File: src/rtl/regfile_context_unit_pkg.sv
// rtl/regfile_context_unit_pkg.sv - shared CPU constants and context-sequencer state type
package regfile_context_unit_pkg;

    localparam int DATA_W    = 16;
    localparam int NREG      = 8;
    localparam int REG_IDX_W = 3;

    // Register file layout: BA, three address registers, four data registers.
    localparam logic [REG_IDX_W-1:0] REG_BA = 3'd0;
    localparam logic [REG_IDX_W-1:0] REG_A1 = 3'd1;
    localparam logic [REG_IDX_W-1:0] REG_A2 = 3'd2;
    localparam logic [REG_IDX_W-1:0] REG_A3 = 3'd3;
    localparam logic [REG_IDX_W-1:0] REG_D0 = 3'd4;
    localparam logic [REG_IDX_W-1:0] REG_D1 = 3'd5;
    localparam logic [REG_IDX_W-1:0] REG_D2 = 3'd6;
    localparam logic [REG_IDX_W-1:0] REG_D3 = 3'd7;

    typedef enum logic [2:0] {
        CTX_IDLE     = 3'd0,
        CTX_SAVE     = 3'd1,
        CTX_LOAD_REQ = 3'd2,
        CTX_LOAD_WB  = 3'd3,
        CTX_DONE     = 3'd4
    } ctx_state_t;

endpackage

File: src/rtl/regfile_context_unit.sv
// rtl/regfile_context_unit.sv - bulk save/restore of the CPU register file to data memory
module regfile_context_unit
    import regfile_context_unit_pkg::*;
#(
    parameter int DATA_W = regfile_context_unit_pkg::DATA_W,
    parameter int NREG   = regfile_context_unit_pkg::NREG,
    parameter int ADDR_W = 16
) (
    input  logic                      clk,
    input  logic                      rst,
    input  logic                      save_req,
    input  logic                      restore_req,
    input  logic [ADDR_W-1:0]         base_addr,
    output logic                      busy,
    output logic                      done,
    output logic [$clog2(NREG)-1:0]   rf_read_addr,
    input  logic [DATA_W-1:0]         rf_read_data,
    output logic [$clog2(NREG)-1:0]   rf_write_addr,
    output logic [DATA_W-1:0]         rf_write_data,
    output logic                      rf_write_en,
    output logic [ADDR_W-1:0]         mem_addr,
    output logic [DATA_W-1:0]         mem_wdata,
    output logic                      mem_we,
    output logic                      mem_re,
    input  logic [DATA_W-1:0]         mem_rdata,
    input  logic                      mem_ack
);

    localparam int IDX_W = $clog2(NREG);
    localparam logic [IDX_W-1:0] LAST_IDX = IDX_W'(NREG - 1);

    ctx_state_t          state;
    logic [IDX_W-1:0]    idx;
    logic [ADDR_W-1:0]   base_q;
    logic [DATA_W-1:0]   rd_q;
    logic [ADDR_W-1:0]   cur_addr;

    // Wraps modulo 2^ADDR_W by construction of the adder width.
    assign cur_addr = base_q + {{(ADDR_W-IDX_W){1'b0}}, idx};

    always_ff @(posedge clk) begin
        if (rst) begin
            state  <= CTX_IDLE;
            idx    <= '0;
            base_q <= '0;
            rd_q   <= '0;
        end else begin
            case (state)
                CTX_IDLE: begin
                    if (save_req) begin
                        state  <= CTX_SAVE;
                        base_q <= base_addr;
                        idx    <= '0;
                    end else if (restore_req) begin
                        state  <= CTX_LOAD_REQ;
                        base_q <= base_addr;
                        idx    <= '0;
                    end
                end
                CTX_SAVE: begin
                    if (mem_ack) begin
                        if (idx == LAST_IDX) state <= CTX_DONE;
                        else                 idx   <= idx + 1'b1;
                    end
                end
                CTX_LOAD_REQ: begin
                    if (mem_ack) begin
                        rd_q  <= mem_rdata;
                        state <= CTX_LOAD_WB;
                    end
                end
                CTX_LOAD_WB: begin
                    if (idx == LAST_IDX) begin
                        state <= CTX_DONE;
                    end else begin
                        idx   <= idx + 1'b1;
                        state <= CTX_LOAD_REQ;
                    end
                end
                CTX_DONE: begin
                    state <= CTX_IDLE;
                    idx   <= '0;
                end
                default: state <= CTX_IDLE;
            endcase
        end
    end

    // Outputs decode straight from the state register; everything idles at zero.
    always_comb begin
        busy          = (state != CTX_IDLE);
        done          = (state == CTX_DONE);
        rf_read_addr  = '0;
        rf_write_addr = '0;
        rf_write_data = '0;
        rf_write_en   = 1'b0;
        mem_addr      = '0;
        mem_wdata     = '0;
        mem_we        = 1'b0;
        mem_re        = 1'b0;
        case (state)
            CTX_SAVE: begin
                rf_read_addr = idx;
                mem_addr     = cur_addr;
                mem_wdata    = rf_read_data;
                mem_we       = 1'b1;
            end
            CTX_LOAD_REQ: begin
                mem_addr = cur_addr;
                mem_re   = 1'b1;
            end
            CTX_LOAD_WB: begin
                rf_write_en   = 1'b1;
                rf_write_addr = idx;
                rf_write_data = rd_q;
            end
            default: ;
        endcase
    end

endmodule

File: config.mk
export PLATFORM = sky130hd
export DESIGN_NAME = regfile_context_unit
export DESIGN_NICKNAME = d
export VERILOG_FILES = /design/src/rtl/regfile_context_unit_pkg.sv /design/src/rtl/regfile_context_unit.sv
export SDC_FILE = /design/constraint.sdc
export NUM_CORES = 1
export LEC_CHECK = 0
export ABC_CLOCK_PERIOD_IN_PS = 7100
export CAP_MARGIN = 30
export CORE_ASPECT_RATIO = 1.4
export CORE_MARGIN = 1
export CORE_UTILIZATION = 43
export CTS_CLUSTER_DIAMETER = 80
export DETAILED_ROUTE_END_ITERATION = 8
export GPL_ROUTABILITY_DRIVEN = 0
export MAX_ROUTING_LAYER = met4
export PLACE_DENSITY = 0.86
export SLEW_MARGIN = 40
export SYNTH_ARGS = -nofsm -noshare
export SYNTH_HDL_FRONTEND = slang
export SYNTH_SLANG_ARGS = --single-unit
File: constraint.sdc
create_clock -name clk -period 7.1 [get_ports clk]
set_clock_uncertainty 0.15 [all_clocks]
set_input_delay 2.13 -clock clk [delete_from_list [all_inputs] [get_ports clk]]
set_output_delay 2.13 -clock clk [all_outputs]
set_load 0.005 [all_outputs]
==> metrics.md <==
| Metric | Value |
|---|---|
| Synth warn | `0` |
| FMAX | `0.182 GHz` |
| Clock share of power | `0.264` |
| Layout area overhead | `56.6%` |
| Clock-pin slew on the worst setup and hold paths | `0.07 ns` |
| Post-synthesis mux area share | `0.00460` |
| Via/cell ratio | `5.17` |
| Synth Area in Adders | `0.0379` |
| Crit Path Max Fanout | `1` |
| Sequential share of the synthesized area | `0.349` |
| Syn_nets | `357` |
| Worst-Skew Late Latency | `0.29 ns` |
| Worst-case clock buffer depth | `2` |
| TritonRoute pass-1 iters | `4` |
| Top cell by count, worst path | `clkdlybuf4s50_1` |
| Mean Syn Cell Area | `7.31 um2` |
| H-tree depth | `2` |
| Nets | `458` |
| Pwr Total | `705 uW` |
| Ports | `112` |
| CTS tree | `built` |
| Status | `completed` |
| Relative slew slack | `0.565` |
| CP cell instances | `clkdlybuf4s50_1 > and2_1 > clkdlybuf4s50_1` |
| Area of the die | `5360 um2` |
| Synth unique cells | `44` |
| Setup WS post-layout | `1.61 ns` |
| Antenna violations before repair | `0` |
| PostCTS Resize Cnt | `0` |
| Seq pwr share | `0.385` |
| Setup TNS | `0 ns` |
| Critical setup path kind | `in2out` |
| Filler cells | `402` |
| Synth Area in XOR/XNOR | `0.0322` |
| DP HPWL | `4500 um` |
| Post-synth EDFFs | `0` |
| Synth area leaders | `dfxtp_1, nand2_1, and2_1, a21oi_1, nor2_1` |
| Core area | `4840 um2` |
| Cells after Synth | `298` |
| Leakage | `1.24 nW` |
| Post-route ant nets | `0` |
| # clock sinks | `38` |
| Most numerous cell in the Yosys netlist | `nand2_1` |
| PD cells | `207 nW/um2` |
| Share of layout cells above drive strength 1 | `0.0401` |
| Worst EP arrival | `3.21 ns` |
| Combinational share of power | `0.351` |
| GRT Util Overall | `0.240` |
| Hold slack | `0.300 ns` |
| Cell Rows | `30` |
| Int Power | `481 uW` |
| Commonest cells in the netlist | `nand2_1, a21oi_1, dfxtp_1` |
| Hold Vio Cnt, Final | `0` |
| Critical Path End Type | `primary output` |
| Antenna cell count | `0` |
| Setup violators final | `0` |
| Post-route minimum period | `5.49 ns` |
| Initial Util | `0.450` |
| DRC Markers | `0` |
| PortBufs | `111` |
| Flops & latches, synth | `38` |
| DRT iter0 DRCs | `95` |
| GRT overflow | `0` |
| Worst path required time | `4.82 ns` |
| Post-CTS setup repair buffer count | `0` |
| Post-synthesis async set-or-reset flop share | `0` |
| Max-cap violations | `0` |
| Post-Route WL | `6030 um` |
| Unrepaired setup endpoints after global routing | `false` |
| Dominant cell type by area after synthesis | `dfxtp_1` |
| Vias post-DR | `2393` |
| Peak VDD IR | `109 uV` |
| Slowest CP cell | `clkdlybuf4s50_1` |
| Switching share of power | `0.318` |
| Die height | `86.2 um` |
| Hold buffer count at cts | `0` |
| Worst hold path type | `reg2reg` |
| CP Launch Type | `input pin` |
| Synthesized cell area | `2180 um2` |
| Final core utilization | `0.704` |
| Vias in the first global route | `2302` |
| Root Driver | `clkbuf_8` |
| Synth Area in Compound Gates | `0.166` |
| Delay-heaviest family, CP | `buffers and inverters` |
| WL per Instance | `13.0 um` |
| Worst-Margin Slew | `0.651 ns` |
| Post-place setup slack | `1.59 ns` |
| CP max stage delay | `0.50 ns` |
| CP bufs+invs | `2` |
| Largest family of logic cells by synthesized area | `simple AND/OR/NAND/NOR gates` |
| First-pass GRT wire length | `10100 um` |
| Largest net degree at the start of global routing | `39` |
| Most used DFF post-synth | `dfxtp_1` |
| Slew Viols, Final | `0` |
| Post-synth top area share | `0.349` |
| Simple-gate share of the synthesized area | `0.358` |
| NetSw | `224 uW` |
| Die width | `62.1 um` |
| Total CTS buffers | `5` |
| Period utilization | `0.773` |
-- routing by layer --
| metal | wire [um] | vias up | global-route usage |
|---|---|---|---|
| li1 | - | 1190 | - |
| met1 | 2410 | 1103 | 0.247 |
| met2 | 3170 | 87 | 0.445 |
| met3 | 278 | 13 | 0.0342 |
| met4 | 177 | 0 | 0.116 |
| met5 | 0 | - | - |
-- flip-flops by register name, summed over array words and instances, names as in the netlist --
register	cells
state	3
rd_q	16
base_q	16
idx	3
-- logic make-up (layout without fill, tap and decap cells) --
| kind of cell | count (synthesis) | count (layout) |
|---|---|---|
| flops | 38 | 38 |
| buf+inv | 24 | 125 |
| simple gates | 158 | 158 |
| xor+xnor | 8 | 8 |
| compound gates | 63 | 63 |
| fa+ha+maj | 6 | 6 |
| mux | 1 | 1 |
-- power groups by stage --
stage	logic (mW)	registers [mW]	clock network [mW]
final	0.248	0.271	0.186
after CTS	0.249	0.270	0.190
after global routing	0.275	0.276	0.199
after detailed placement	0.247	0.275	0
after floorplan	0.151	0.259	0
after global placement	0.241	0.273	0
-- cell usage in the layout, fill, tap and decap left out, types with 8 or more instances in the layout --
master / n
a21oi_1: 41
and2_1: 36
clkdlybuf4s50_1: 111
dfxtp_1: 38
nand2_1: 70
nor2_1: 18
o21ai_0: 8
-- worst reg2reg max path: cells and delay by family (launching register included) --
kind / cells / cell delay, ns
AO/OA/AOI/OAI: 1 / 0.13
flip-flops: 1 / 0.44
AND/OR/NAND/NOR: 3 / 1.13
-- through the flow --
stage | instances | instance area [um2]
after floorplan | 298 | 2180
after global placement | 456 | 3280
after detailed placement | 456 | 3290
after CTS | 463 | 3410
after global routing | 463 | 3410
final | 463 | 3410
-- final timing paths --
check                         from             to  slack, ns  cells past startpoint
setup / recovery  rf_read_data[13]  mem_wdata[13]       1.61                      3
hold / removal             rd_q[6]        rd_q[6]       0.30                      2
setup reg to reg          state[0]     base_q[11]       5.19                      4
hold reg to reg            rd_q[6]        rd_q[6]       0.30                      2
-- cell type report --
class                           instances  area, um2  area share
Clock buffer                            6       82.6      0.0242
Multi-Input combinational cell        236       1310       0.385
Timing Repair Buffer                  112       1120       0.328
Clock inverter                          1       30.0     0.00881
Inverter                                6       22.5     0.00661
Sequential cell                        38        761       0.223
Tap cell                               64       80.1      0.0235
No activity file was read; power rests on OpenSTA's default activity.
==> RTL edit: new RTL, same flow settings <==
The 5 states of `ctx_state_t` get a one-hot encoding in 5 bits.
--- a/src/rtl/regfile_context_unit_pkg.sv
+++ b/src/rtl/regfile_context_unit_pkg.sv
@@ -15,12 +15,12 @@
     localparam logic [REG_IDX_W-1:0] REG_D2 = 3'd6;
     localparam logic [REG_IDX_W-1:0] REG_D3 = 3'd7;
 
-    typedef enum logic [2:0] {
-        CTX_IDLE     = 3'd0,
-        CTX_SAVE     = 3'd1,
-        CTX_LOAD_REQ = 3'd2,
-        CTX_LOAD_WB  = 3'd3,
-        CTX_DONE     = 3'd4
+    typedef enum logic [4:0] {
+        CTX_IDLE     = 5'b00001,
+        CTX_SAVE     = 5'b00010,
+        CTX_LOAD_REQ = 5'b00100,
+        CTX_LOAD_WB  = 5'b01000,
+        CTX_DONE     = 5'b10000
     } ctx_state_t;
 
 endpackage
Formal check against the unedited RTL: same outputs for any inputs over 10 cycles, from zero or initial values and one cycle with rst high; not proved beyond that.
==> RTL edit against the unedited design <==
Worst setup slack got worse by 62 ps. Routed wire length increased by 9.4%. Critical path depth unchanged. Combinational power decreased by 10%. Register-to-register slack got worse by 310 ps. Synthesized area increased by 9.9%. Total power decreased by 1.8%. Sequential cell count increased by 2. Via count increased by 4.9%. Cell area increased by 6.5%. Critical endpoint unchanged. Largest power group unchanged.
==> RTL edit: results (changes against the unedited design) <==
Outcome
  – Status: completed (unchanged)

Worst setup path
  – Crit path max-delay family: buffers and inverters (unchanged)
  – R2r setup slk: 4880 ps (was 5190 ps)
  – Worst r2r src: state[3] (was state[0])
  – Critical path arrival: 3270 ps (was 3210 ps)

Synth
  – Syn avg cell area: 7.90 um^2 (was 7.31 um^2)
  – Main area contributors after synthesis: dfxtp_1 (33%), mux2i_1 (7.9%), and3_1 (6.5%) (was dfxtp_1 (35%), nand2_1 (12%), and2_1 (10%))
  – Synth Net Count: 362 (was 357)
  – Post-synthesis compound-gate area fraction: 12.3% (was 16.6%)
  – Post-Synth XOR/XNOR Area: 3.66% (was 3.22%)
  – Adder-cell share of the synthesized area: 3.45% (was 3.79%)
  – Sequential-to-total area share from yosys stat: 33.5% (was 34.9%)
  – Post-synth cell types: 48 (was 44)
  – Top cells by count, synth: dfxtp_1 (40), nor2_1 (38), nand2_1 (37) (was nand2_1 (70), a21oi_1 (41), dfxtp_1 (38))
  – Post-synthesis mux area share: 7.95% (was 0.460%)

Global routing
  – Wire length of the first global-routing pass: 10.5 mm (was 10.1 mm)
  – Pin count of the biggest net entering global routing: 44 (was 39)
  – Gr usage total: 23.1% (was 24.0%)
  – Vias in the first global route: 2,267 (was 2,302)

Power and ir drop
  – Pleak: 1.42 nW (was 1.24 nW)
  – Max IR drop VDD: 0.000179 V (was 0.000109 V)

Hold path
  – Worst Hold Launch: rd_q[9] (was rd_q[6])
  – Hold WC Path Type: flop to flop (unchanged)

Route
  – Avg WL per Cell: 14.0 um (was 13.0 um)
  – Via density: 5.33 (was 5.17)
  – Starting DRT DRC Count: 109 (was 95)
  – Total Wirelength: 6.60 mm (was 6.03 mm)

Cells and area
  – Layout fillers: 435 (was 402)
  – Biggest regs: base_q (16), rd_q (16), state (5) (was base_q (16), rd_q (16))
  – Layout cell share with drive strength beyond 1: 4.69% (was 4.01%)
  – Nets@finish: 463 (was 458)

Placement
  – HPWL after DPL: 4.84 mm (was 4.50 mm)

STA
  – Worst slew pin tran: 737 ps (was 651 ps)

CTS
  – CTS H-Tree Depth: 2 (unchanged)
  – CTS resizes: 0 (unchanged)
RTL edit: cell types whose count changed after synthesis, moves of 16 or more:
| cell | unedited run | this run |
|---|---|---|
| a21oi_1 | 41 | 23 |
| and2_1 | 36 | 20 |
| and3_1 | 3 | 25 |
| mux2i_1 | 1 | 19 |
| nand2_1 | 70 | 37 |
| nor2_1 | 20 | 38 |
RTL edit: kinds of logic (layout without fill, tap and decap cells):
| family | after synthesis | after routing |
|---|---|---|
| AO/OA/AOI/OAI | 46 | 46 |
| XOR/XNOR | 10 | 10 |
| adder cells (fa/ha/maj) | 6 | 6 |
| buffers and inverters | 27 | 129 |
| flip-flops | 40 | 40 |
| multiplexers | 19 | 19 |
| AND/OR/NAND/NOR | 155 | 155 |
RTL edit: stage by stage:
stage / worst slack [ps] / area (um^2) / hold WS (ps)
finish: 1550 / 3630 / 300
detailed placement: 1530 / 3520 / 293
global route: 1520 / 3630 / 321
floorplan: 2550 / 2390 / 282
CTS: 1530 / 3630 / 304
global placement: 1540 / 3500 / 287
RTL edit: layout make-up:
cell class | instances | share of cell area, %
multi-input cells | 236 | 40.8
repair buffers | 113 | 31.0
flip-flops and latches | 40 | 22.1
well taps | 66 | 2.27
clock buffers | 5 | 1.90
clock inverters | 3 | 1.17
inverters | 8 | 0.827
RTL edit: final timing paths:
path / cells past startpoint / end
setup / recovery: 3 / mem_wdata[13]
hold / removal: 2 / rd_q[9]
setup reg to reg: 4 / rd_q[13]
hold reg to reg: 2 / rd_q[9]
RTL edit: routing by layer:
metal / part of all wire, % / routed length (um) / up-vias / GRT usage, %
li1: - / - / 1240 / -
met1: 40 / 2630 / 1134 / 25.1
met2: 50 / 3330 / 124 / 40.8
met3: 7.4 / 489 / 13 / 4.42
met4: 2.3 / 150 / 0 / 8.15
met5: 0 / 0 / - / -
RTL edit: tightest hold or removal path, delay by kind of cell, from the launching register on:
kind,cells,cell delay [ps]
and+or+nand+nor,1,50
AOI/OAI and AO/OA,1,50
DFF,1,310
RTL edit: power breakdown:
group          internal (mW)  switching (mW)
Combinational          0.118           0.105
Clock                  0.104          0.0822
Sequential             0.249          0.0336
Total                  0.471           0.221
